`config.mk`:
```
export PLATFORM = sky130hd
export DESIGN_NAME = imm_gen_pipe
export DESIGN_NICKNAME = d
export VERILOG_FILES = /design/src/rtl/imm_gen_pipe.sv
export SDC_FILE = /design/constraint.sdc
export NUM_CORES = 1
export LEC_CHECK = 0
export BUFFER_PORTS_ARGS = -buffer_cell sky130_fd_sc_hd__buf_2
export CAP_MARGIN = 20
export CELL_PAD_IN_SITES_DETAIL_PLACEMENT = 0
export CELL_PAD_IN_SITES_GLOBAL_PLACEMENT = 2
export CORE_UTILIZATION = 38
export CTS_BUF_LIST = sky130_fd_sc_hd__clkbuf_4 sky130_fd_sc_hd__clkbuf_8 sky130_fd_sc_hd__clkbuf_16
export DETAILED_ROUTE_END_ITERATION = 7
export HOLD_SLACK_MARGIN = 0.12
export PLACE_DENSITY_LB_ADDON = 0.15
export SETUP_SLACK_MARGIN = 0.1
export SKIP_CTS_REPAIR_TIMING = 1
export SYNTH_ARGS = -nofsm -noshare
export SYNTH_HDL_FRONTEND = slang
export SYNTH_SLANG_ARGS = --single-unit
export TNS_END_PERCENT = 20
```
`constraint.sdc`:
```
create_clock -name clk -period 3.5 [get_ports clk]
set_clock_uncertainty 0.15 [all_clocks]
set_input_delay 0.525 -clock clk [delete_from_list [all_inputs] [get_ports clk]]
set_output_delay 0.525 -clock clk [all_outputs]
set_load 0.005 [all_outputs]
```
`src/rtl/imm_gen_pipe.sv`:
```
// Two-stage pipelined RV32I/RV64I immediate generator.
// S1 latches the raw instruction with its opcode class. S2 builds the
// sign-extended immediate. Valid/ready handshakes on both sides, a
// synchronous flush, and a saturating count of delivered illegal opcodes.
module imm_gen_pipe #(
  parameter int XLEN       = 32,  // 32 or 64
  parameter int CNT_W      = 16,
  parameter int SHAMT_ZEXT = 1
) (
  input  logic             clk,
  input  logic             rst_n,
  input  logic             flush,
  input  logic             in_valid,
  output logic             in_ready,
  input  logic [31:0]      instr,
  output logic             out_valid,
  input  logic             out_ready,
  output logic [XLEN-1:0]  imm,
  output logic [2:0]       fmt,
  output logic             illegal,
  output logic [CNT_W-1:0] illegal_count
);

  typedef enum logic [2:0] {
    FMT_R    = 3'd0,
    FMT_I    = 3'd1,
    FMT_S    = 3'd2,
    FMT_B    = 3'd3,
    FMT_U    = 3'd4,
    FMT_J    = 3'd5,
    FMT_NONE = 3'd7
  } fmt_e;

  localparam logic [6:0] OP_IMM    = 7'b0010011;
  localparam logic [6:0] OP_LOAD   = 7'b0000011;
  localparam logic [6:0] OP_JALR   = 7'b1100111;
  localparam logic [6:0] OP_SYSTEM = 7'b1110011;
  localparam logic [6:0] OP_STORE  = 7'b0100011;
  localparam logic [6:0] OP_BRANCH = 7'b1100011;
  localparam logic [6:0] OP_LUI    = 7'b0110111;
  localparam logic [6:0] OP_AUIPC  = 7'b0010111;
  localparam logic [6:0] OP_JAL    = 7'b1101111;
  localparam logic [6:0] OP_REG    = 7'b0110011;
  localparam logic [6:0] OP_IMM32  = 7'b0011011;
  localparam logic [6:0] OP_REG32  = 7'b0111011;

  // Opcode classification; the *W opcodes exist only on RV64.
  function automatic fmt_e decode_fmt(input logic [6:0] op);
    fmt_e f;
    f = FMT_NONE;
    case (op)
      OP_IMM, OP_LOAD, OP_JALR, OP_SYSTEM: f = FMT_I;
      OP_STORE:                            f = FMT_S;
      OP_BRANCH:                           f = FMT_B;
      OP_LUI, OP_AUIPC:                    f = FMT_U;
      OP_JAL:                              f = FMT_J;
      OP_REG:                              f = FMT_R;
      OP_IMM32:                            f = (XLEN == 64) ? FMT_I : FMT_NONE;
      OP_REG32:                            f = (XLEN == 64) ? FMT_R : FMT_NONE;
      default:                             f = FMT_NONE;
    endcase
    return f;
  endfunction

  // Shift-immediates (slli/srli/srai) carry a shamt, not a signed value.
  function automatic logic is_shift_imm(input logic [31:0] w);
    return (SHAMT_ZEXT != 0) && (w[6:0] == OP_IMM) && (w[13:12] == 2'b01);
  endfunction

  // Immediate assembly; instr[31] is always the sign bit.
  function automatic logic signed [XLEN-1:0] build_imm(input logic [31:0] w,
                                                       input fmt_e      f);
    logic signed [XLEN-1:0] r;
    r = '0;
    case (f)
      FMT_I: begin
        if (is_shift_imm(w)) begin
          if (XLEN == 64) r = {{(XLEN-6){1'b0}}, w[25:20]};
          else            r = {{(XLEN-5){1'b0}}, w[24:20]};
        end else begin
          r = {{(XLEN-11){w[31]}}, w[30:20]};
        end
      end
      FMT_S:   r = {{(XLEN-11){w[31]}}, w[30:25], w[11:7]};
      FMT_B:   r = {{(XLEN-12){w[31]}}, w[7], w[30:25], w[11:8], 1'b0};
      FMT_U:   r = {{(XLEN-31){w[31]}}, w[30:12], 12'b0};
      FMT_J:   r = {{(XLEN-20){w[31]}}, w[19:12], w[20], w[30:21], 1'b0};
      default: r = '0;
    endcase
    return r;
  endfunction

  // Counter increment that sticks at all-ones.
  function automatic logic [CNT_W-1:0] sat_inc(input logic [CNT_W-1:0] c);
    return (&c) ? c : c + 1'b1;
  endfunction

  logic                   vld_p1;
  logic [31:0]            instr_p1;
  fmt_e                   fmt_p1;
  logic                   vld_p2;
  logic signed [XLEN-1:0] imm_p2;
  fmt_e                   fmt_p2;
  logic                   illegal_p2;
  logic [CNT_W-1:0]       cnt;

  logic s2_load;
  logic in_fire;
  logic out_fire;

  assign s2_load  = vld_p1 & (~vld_p2 | out_ready);
  assign in_ready = ~flush & (~vld_p1 | s2_load);
  assign in_fire  = in_valid & in_ready;
  assign out_fire = vld_p2 & out_ready;

  // ---- stage 1: capture instruction and its class ----

  // S1 occupancy: filled by an accepted input, emptied when S2 takes it.
  always_ff @(posedge clk or negedge rst_n) begin
    if (!rst_n) begin
      vld_p1 <= 1'b0;
    end else if (flush) begin
      vld_p1 <= 1'b0;
    end else if (in_fire) begin
      vld_p1 <= 1'b1;
    end else if (s2_load) begin
      vld_p1 <= 1'b0;
    end
  end

  // S1 payload, loaded only on an input handshake.
  always_ff @(posedge clk) begin
    if (in_fire) begin
      instr_p1 <= instr;
      fmt_p1   <= decode_fmt(instr[6:0]);
    end
  end

  // ---- stage 2: immediate construction and output register ----

  // S2 occupancy: filled from S1, emptied by an output handshake.
  always_ff @(posedge clk or negedge rst_n) begin
    if (!rst_n) begin
      vld_p2 <= 1'b0;
    end else if (flush) begin
      vld_p2 <= 1'b0;
    end else if (s2_load) begin
      vld_p2 <= 1'b1;
    end else if (out_fire) begin
      vld_p2 <= 1'b0;
    end
  end

  // S2 payload; these drive the outputs directly, so they have reset values.
  always_ff @(posedge clk or negedge rst_n) begin
    if (!rst_n) begin
      imm_p2     <= '0;
      fmt_p2     <= FMT_NONE;
      illegal_p2 <= 1'b0;
    end else if (s2_load && !flush) begin
      imm_p2     <= build_imm(instr_p1, fmt_p1);
      fmt_p2     <= fmt_p1;
      illegal_p2 <= (fmt_p1 == FMT_NONE);
    end
  end

  // Illegal-delivery counter; flush does not touch it.
  always_ff @(posedge clk or negedge rst_n) begin
    if (!rst_n) begin
      cnt <= '0;
    end else if (out_fire && illegal_p2) begin
      cnt <= sat_inc(cnt);
    end
  end

  assign out_valid     = vld_p2;
  assign imm           = imm_p2;
  assign fmt           = fmt_p2;
  assign illegal       = illegal_p2;
  assign illegal_count = cnt;

endmodule

```
==> results of run 1 <==
==> per-layer routing <==
metal | global-route usage [%] | up-vias | wire length [microns]
met4 | 6.69 | 0 | 82
met2 | 25.8 | 54 | 3690
li1 | - | 1237 | -
met3 | 3.54 | 6 | 319
met5 | 0 | - | 0
met1 | 21.8 | 1220 | 3640
==> cell usage in the layout (no fill, tap or decap), types with 4 or more instances in the layout <==
cell type  synthesis  routed
nand2_1           33      33
xnor2_1            6       6
buf_2              2      90
a22oi_1            4       4
o21ai_0           15      15
mux2_2             4       4
edfxtp_1          35      35
nand4_1            4       4
a22o_1             6       6
xor2_1             8       8
o21ai_1            9       9
nor2_1            11      11
nor3_1             5       5
a21oi_1           12      12
and3_1             5       5
a221o_2           10      10
inv_1              6       6
dfrtp_1           51      51
nand3_1            6       6
clkbuf_8           0      11
==> power groups by stage <==
stage	combinational [mW]	sequential, mW	clock [mW]
floorplan	0.113	1.25	0
global placement	0.236	1.27	0
detailed placement	0.241	1.27	0
CTS	0.240	1.25	0.674
global route	0.269	1.26	0.730
finish	0.235	1.24	0.648
==> through the flow <==
step           hold WS (ns)  power [mW]  std cells
2_1_floorplan        0.0794        1.37        283
3_3_place_gp          0.325        1.50        492
3_5_place_dp          0.329        1.51        492
4_1_cts               0.159        2.16        508
5_1_grt               0.169        2.26        508
6_report              0.133        2.13        508
==> registers in the layout, summed over array words and instances (netlist names) <==
signal         flops
imm               32
instr_p1          32
illegal_count     16
fmt                3
fmt_p1             3
illegal            1
out_valid          1
vld_p1             1
==> synthesized netlist by cell type (2+ instances only) <==
cell type  number  area [sq um]
a21oi_1        12          60.1
a221o_2        10           113
a22o_1          6          52.6
a22oi_1         4          30.0
a32o_1          2          20.0
and2_1          2          12.5
and3_1          5          31.3
buf_2           2          10.0
buf_6           3          33.8
clkbuf_1        6          22.5
dfrtp_1        51          1280
dfstp_2         3          78.8
edfxtp_1       35          1050
inv_1           6          22.5
mux2_2          4          45.0
nand2_1        33           124
nand2b_1        3          18.8
nand3_1         6          30.0
nand4_1         4          25.0
nand4_2         2          25.0
nor2_1         11          41.3
nor2b_1         2          12.5
nor3_1          5          25.0
nor4_1          3          18.8
nor4b_2         2          30.0
o21ai_0        15          75.1
o21ai_1         9          45.0
o31ai_1         2          15.0
xnor2_1         6          52.6
xor2_1          8          70.1
==> worst max-delay path by stage <==
stage	end	slack, ns	cells past startpoint
CTS	imm[27]	1.23	4
global route	imm[23]	1.13	4
finish	imm[27]	1.25	4
global placement	imm[21]	1.13	5
floorplan	fmt_p1[0]	1.31	3
detailed placement	imm[21]	1.07	5
==> cell families (layout without fill, tap and decap cells) <==
group	count (synthesis)	count (layout)	share of synthesized area, %
flops	89	89	65.1
simple gates	88	88	13.7
compound gates	67	67	13.3
buf+inv	18	114	2.50
xor+xnor	14	14	3.32
mux	6	6	1.79
fa+ha+maj	1	1	0.338
==> area by class of cell <==
class	instances	area, sq um	area share [%]
Clock buffer	12	159	3.58
Clock inverter	4	27.5	0.620
Inverter	6	22.5	0.507
Multi-Input combinational cell	176	1200	27.0
Sequential cell	89	2410	54.2
Tap cell	129	161	3.63
Timing Repair Buffer	92	465	10.5
==> flow_summary.toml, run 1 <==
[power]
switching_share_pct = 24.4
leakagePower_nw = 1.99
cellPowerDensity_nw_per_um2 = 479
p_int_mw = 1.61
p_clk_share_pct = 30.5
power_frac_seq_pct = 58.5
p_comb_share_pct = 11.0
ir_worst_vdd_uv = 183
netSwitchingPower_uw = 520

[setup_path]
path_class = "flop to flop"
r2r_end = "imm[27]"
r2r_slack_ns = 1.25
reg2regPathDepth = 4
cp_top_family = "simple AND/OR/NAND/NOR gates"
cp.required_ns = 3.63
path_cells = "nor2b_4 > or3b_4 > nor4_4 > a221o_2"
rr_startpoint = "out_valid"
start_kind = "flop"
crit_fanout = 48
path_buf_inv = 0
arrival_ns = 2.38
crit_path_end_kind = "flop"
max_stage_delay_ns = 0.65
cp-startpoint = "out_valid"
critPathSlowestCell = "nor4_4"

[run]
maxCapViolCount = 0

[cells_and_area]
final_util_pct = 47.6
antenna_cells = 0
fillers = 892
area_delta_synth_final_pct = 20.1
drive_gt1_share_pct = 36.1
stdcell_area_sq_um = 4440
finalNetCount = 412

[clocking]
clkSlewWorstSetupHoldPaths_ns = 0.09
clock_latency_ns = 0.35
clockBufferDepth = 2
cts_root_buf = "clkbuf_8"
h-tree-depth = 3
cts_tree = "done"
numCtsBuffers = 9
cts_sinks = 89

[sta]
final_hold_viol_count = 0
drv_slew = 0
finalSetupViolations = 0
final.period_utilization_pct = 64.2
setup_ws_ns = 1.25
slew_headroom_pct = 43.1
worst_slew_pin_slew_ns = 0.853
fmax_mhz = 445
tns_ns = 0
min_period_ns = 2.25
rsz0062_at_grt = "no"

[logic_synthesis]
avgSynthCellArea_sq_um = 13.1
synth_edf_count = 35
netlist_instances = 283
yosys_register_bits = 89
syn_nets = 321
netlist_area_sq_um = 3700
synth_cell_type_count = 51
ys.flop_type = "dfrtp_1"
yosys_warnings = 0
ys_async_sr_fraction_pct = 60.7
synth_seq_area_share_pct = 65.1

[place]
dpl_cell_area_sq_um = 4260
gp_congestion = 0.758
place_ws_ns = 1.07
portBuffers = 90
post-dp-hpwl_microns = 5320

[routing]
drc = 0
post_drt_via_cell_ratio = 4.95
wl_microns = 7730
ant_nets = 0
drtIter0Drc = 63
vias = 2517
drtPass1Iterations = 4
drt-wirelength-per-cell_microns = 15.2

[global_routing]
antenna_found_initial = 0
grt_pass1_wl_microns = 12400
overflow = 0
grt_max_degree = 55
grt_pass1_vias = 2488
grt_use_total_pct = 16.3

[die]
initial_core_util_pct = 39.7
coreArea_sq_um = 9330
die_w_microns = 101
die-area_sq_um = 10100
num_io_pins = 91
std_cell_rows = 35
dieHeight_microns = 101

[min_path]
hold_path_class = "input port to asynchronous set/reset pin"

[status]
status = "completed"
No activity file was read; power rests on OpenSTA's default activity.
==> inputs of run 2 (changes only) <==
--- a/config.mk
+++ b/config.mk
@@ -9,7 +9,7 @@
 export CAP_MARGIN = 20
 export CELL_PAD_IN_SITES_DETAIL_PLACEMENT = 0
 export CELL_PAD_IN_SITES_GLOBAL_PLACEMENT = 2
-export CORE_UTILIZATION = 38
+export CORE_UTILIZATION = 35
 export CTS_BUF_LIST = sky130_fd_sc_hd__clkbuf_4 sky130_fd_sc_hd__clkbuf_8 sky130_fd_sc_hd__clkbuf_16
 export DETAILED_ROUTE_END_ITERATION = 7
 export HOLD_SLACK_MARGIN = 0.12
==> constraint.sdc (replaced) <==
create_clock -name clk -period 2.2 [get_ports clk]
set_clock_uncertainty 0.15 [all_clocks]
set_input_delay 0.33 -clock clk [delete_from_list [all_inputs] [get_ports clk]]
set_output_delay 0.33 -clock clk [all_outputs]
set_load 0.005 [all_outputs]
==> run 2 against run 1 <==
Non-clock buffer count increased by 45. Sequential power increased by 59%. Cell area increased by 10%. Combinational power increased by 90%. Critical path depth increased by 1. Sequential share of layout area decreased by 5.1 points. Final cell count increased by 10%. Highest routed layer unchanged. Clock power increased by 76%.
==> flow_summary.toml, run 2 (synthesis results as in run 1) <==
[power]
cellPowerDensity_nw_per_um2 = 724
ir_worst_vdd_uv = 372
leakagePower_nw = 2.21

[die]
coreArea_sq_um = 10300
die_w_microns = 105
initial_core_util_pct = 36.0
std_cell_rows = 37
die-area_sq_um = 11000
dieHeight_microns = 105
num_io_pins = 91

[sta]
worst_slew_pin_slew_ns = 0.599
final_hold_viol_count = 0
drv_slew = 0
fmax_mhz = 495
setup_ws_ns = 0.180
min_period_ns = 2.02
final.period_utilization_pct = 91.8
rsz0062_at_grt = "yes"
tns_ns = 0
holdWs_ns = 0.146
slew_headroom_pct = 59.7
finalSetupViolations = 0

[clocking]
numCtsBuffers = 9
cts_root_buf = "clkbuf_8"
h-tree-depth = 3
clockBufferDepth = 2
clkSlewWorstSetupHoldPaths_ns = 0.09
cts_tree = "done"
clock_latency_ns = 0.35
cts_sinks = 89

[setup_path]
cp.required_ns = 2.29
crit_fanout = 5
crit_path_end_kind = "flop"
arrival_ns = 2.11
path_class = "flop to flop"
start_kind = "flop"

[global_routing]
grt_pass1_vias = 2492
grt_pass1_wl_microns = 12900
grt_use_total_pct = 15.5
overflow = 0
grt_max_degree = 27
antenna_found_initial = 0

[cells_and_area]
area_delta_synth_final_pct = 32.7
instances_no_fill = 560
antenna_cells = 0
drive_gt1_share_pct = 34.7
fillers = 975
layout_common_cells = "buf_2, dfrtp_1, edfxtp_1, dlygate4sd3_1, nand2_1"
final_common_cell = "buf_2"
finalNetCount = 457
final_util_pct = 47.8

[place]
post-dp-hpwl_microns = 5750
place_ws_ns = 0.152
portBuffers = 90
dp.cells = 508
gp_congestion = 0.749

[routing]
drc = 0
vias = 2677
ant_nets = 0
post_drt_via_cell_ratio = 4.78
drtPass1Iterations = 4
drtIter0Drc = 80
wl_microns = 8270
drt-wirelength-per-cell_microns = 14.8

[min_path]
hold_path_class = "input port to flop"

[status]
status = "completed"

[run]
maxCapViolCount = 0
==> run 2: critical path: stages, from the launching register on <==
cell     delay (ns)
dfrtp_1        0.43
ha_1           0.19
nand3_1        0.21
or3_1          0.47
nor2_1         0.12
mux2_2         0.34
==> run 2: area by class of cell <==
class / count / area [sq um] / share of cell area, %
repair buffers: 137 / 903 / 18.4
flip-flops and latches: 89 / 2410 / 49.0
inverters: 6 / 22.5 / 0.459
well taps: 136 / 170 / 3.47
clock buffers: 10 / 149 / 3.03
multi-input cells: 176 / 1200 / 24.5
clock inverters: 6 / 56.3 / 1.15
==> run 2: worst paths after layout <==
| kind | startpoint | endpoint | slack [ns] | cells past startpoint |
|---|---|---|---|---|
| max | illegal_count[0] | illegal_count[12] | 0.18 | 5 |
| min | out_ready | out_valid | 0.15 | 4 |
| max reg2reg | illegal_count[0] | illegal_count[12] | 0.18 | 5 |
| min reg2reg | imm[19] | imm[19] | 0.34 | 2 |
| max in group asynchronous | rst_n | fmt[2] | 0.95 | 3 |
| min in group asynchronous | rst_n | illegal_count[8] | 0.33 | 2 |
==> run 2: power breakdown <==
part	switching, mW	internal (mW)
registers	0.0932	1.88
logic	0.198	0.248
clock network	0.631	0.506
total	0.922	2.63
==> run 2: routing by layer <==
layer  global-route usage [%]  vias up  wire length [microns]
met5                        0        -                      0
met4                     7.55        0                    163
met3                     3.06       12                    358
met2                     24.0       60                   3970
met1                     20.8     1284                   3770
li1                         -     1321                      -
==> run 2: through the flow <==
stage | total power [mW] | cell area [sq um]
2_1_floorplan | 2.17 | 3700
3_3_place_gp | 2.40 | 4350
3_5_place_dp | 2.41 | 4350
4_1_cts | 3.56 | 4550
5_1_grt | 3.73 | 4910
6_report | 3.55 | 4910
==> inputs of run 3 (changes only) <==
--- a/config.mk
+++ b/config.mk
@@ -7,9 +7,9 @@
 export LEC_CHECK = 0
 export BUFFER_PORTS_ARGS = -buffer_cell sky130_fd_sc_hd__buf_2
 export CAP_MARGIN = 20
-export CELL_PAD_IN_SITES_DETAIL_PLACEMENT = 0
-export CELL_PAD_IN_SITES_GLOBAL_PLACEMENT = 2
-export CORE_UTILIZATION = 35
+export CELL_PAD_IN_SITES_DETAIL_PLACEMENT = 1
+export CELL_PAD_IN_SITES_GLOBAL_PLACEMENT = 1
+export CORE_UTILIZATION = 42
 export CTS_BUF_LIST = sky130_fd_sc_hd__clkbuf_4 sky130_fd_sc_hd__clkbuf_8 sky130_fd_sc_hd__clkbuf_16
 export DETAILED_ROUTE_END_ITERATION = 7
 export HOLD_SLACK_MARGIN = 0.12
==> run 3 against run 2 <==
Utilization increased by 10 points. Worst setup slack improved by 0.014 ns. Final cell count decreased by 6.3%. Critical path type unchanged. Non-clock buffer count decreased by 4. Sequential share of layout area increased by 0.33 points. Register-to-register slack about the same. Sequential power about the same. Via count increased by 0.86%. Clock-buffer cell count decreased by 1. Flip-flop and latch count unchanged. Combinational power increased by 2%. Fmax increased by 0.71%.
==> flow_summary.toml, run 3 (synthesis results as in run 1) <==
[status]
status = "completed"

[clocking]
h-tree-depth = 3
cts_root_buf = "clkbuf_8"
cts_tree = "done"
clkSlewWorstSetupHoldPaths_ns = 0.09
cts_sinks = 89
numCtsBuffers = 9
clockBufferDepth = 2
clock_latency_ns = 0.35

[die]
dieHeight_microns = 95.8
die-area_sq_um = 9190
coreArea_sq_um = 8380
std_cell_rows = 33
num_io_pins = 91
die_w_microns = 95.8
initial_core_util_pct = 44.1

[sta]
drv_slew = 0
worst_slew_pin_slew_ns = 0.688
finalSetupViolations = 0
slew_headroom_pct = 53.7
setup_ws_ns = 0.194
min_period_ns = 2.01
holdWs_ns = 0.175
tns_ns = 0
fmax_mhz = 498
rsz0062_at_grt = "no"
final.period_utilization_pct = 91.2
final_hold_viol_count = 0

[setup_path]
reg2regPathDepth = 4
start_kind = "flop"
r2r_end = "imm[24]"
path_class = "flop to flop"
worstSetupEndpoint = "imm[24]"
crit_path_end_kind = "flop"
rr_startpoint = "out_valid"
cp.required_ns = 2.34
path_cells = "nor2b_4 > or3b_4 > nor4_4 > a221o_2"
arrival_ns = 2.15
cp-startpoint = "out_valid"
max_stage_delay_ns = 0.58
critPathSlowestCell = "nor4_4"
r2r_slack_ns = 0.19
crit_fanout = 11

[cells_and_area]
multi_input_area_sq_um = 1210
finalNetCount = 453
antenna_cells = 0
fillers = 886
area_delta_synth_final_pct = 31.9
drive_gt1_share_pct = 34.5
final_common_cell = "buf_2"
instances_no_fill = 525
regArea_sq_um = 2410
layout_common_cells = "buf_2, dfrtp_1, edfxtp_1, dlygate4sd3_1, nand2_1"

[min_path]
hp-start = "out_ready"
hold_path_class = "input port to flop"

[routing]
drtIter0Drc = 101
post_drt_via_cell_ratio = 5.14
ant_nets = 0
drc = 0
vias = 2700
drtPass1Iterations = 4
drt-wirelength-per-cell_microns = 16.3
wl_microns = 8540

[power]
switching_share_pct = 24.6
power_frac_seq_pct = 53.6
p_int_mw = 2.78
ir_worst_vdd_uv = 385
p_comb_share_pct = 12.4
leakagePower_nw = 2.19
cellPowerDensity_nw_per_um2 = 754
netSwitchingPower_uw = 905
p_clk_share_pct = 34.1

[global_routing]
grt_use_total_pct = 18.4
overflow = 0
antenna_found_initial = 0
grt_pass1_wl_microns = 12800
grt_max_degree = 36
grt_pass1_vias = 2572

[place]
dp.cells = 474
portBuffers = 90
post-dp-hpwl_microns = 5760
gp_congestion = 0.748
place_ws_ns = 0.128

[run]
maxCapViolCount = 0
[run 3: cell count changes in the layout (fill, tap and decap cells not counted), sizes merged]
cell      delta
buf          -4
bufinv       +2
inv          -2
clkinvlp     +1
clkbuf       -1
[run 3: how the worst min path moves through the flow]
stage | end | cells after the start
6_report | out_valid | 4
5_1_grt | out_valid | 4
4_1_cts | imm[17] | 1
3_5_place_dp | imm[17] | 1
3_3_place_gp | imm[17] | 1
2_1_floorplan | illegal | 0
[run 3: final cells by class]
class	instances	share of cell area, %
clock buffers	9	2.54
clock inverters	7	2.08
inverters	6	0.462
multi-input cells	176	24.7
flip-flops and latches	89	49.3
well taps	105	2.69
repair buffers	133	18.2
[run 3: per-layer routing]
layer,part of all wire (%),track usage (%),up-vias
li1,-,-,1316
met1,45,24.7,1318
met2,51,30.2,60
met3,3.4,4.19,6
met4,0.66,4.98,0
met5,0,0,-
[run 3: power groups by stage]
stage	clock network, mW	logic, mW	registers [mW]
finish	1.25	0.455	1.97
global route	1.34	0.509	1.99
CTS	1.28	0.413	1.97
floorplan	0	0.180	1.99
detailed placement	0	0.415	2.00
global placement	0	0.396	2.00
[run 3: stage by stage]
stage	util (%)	power, mW	instance area [sq um]
after global routing	58.2	3.84	4880
after CTS	53.9	3.67	4520
after floorplan	-	2.17	3700
final	58.2	3.68	4880
after detailed placement	51.3	2.42	4300
after global placement	51.3	2.39	4300
[run 3: worst max-delay path, delay by kind of cell (launching register included)]
kind / cells / cell delay (ns)
simple gates: 3 / 1.17
compound gates: 1 / 0.21
flops: 1 / 0.41
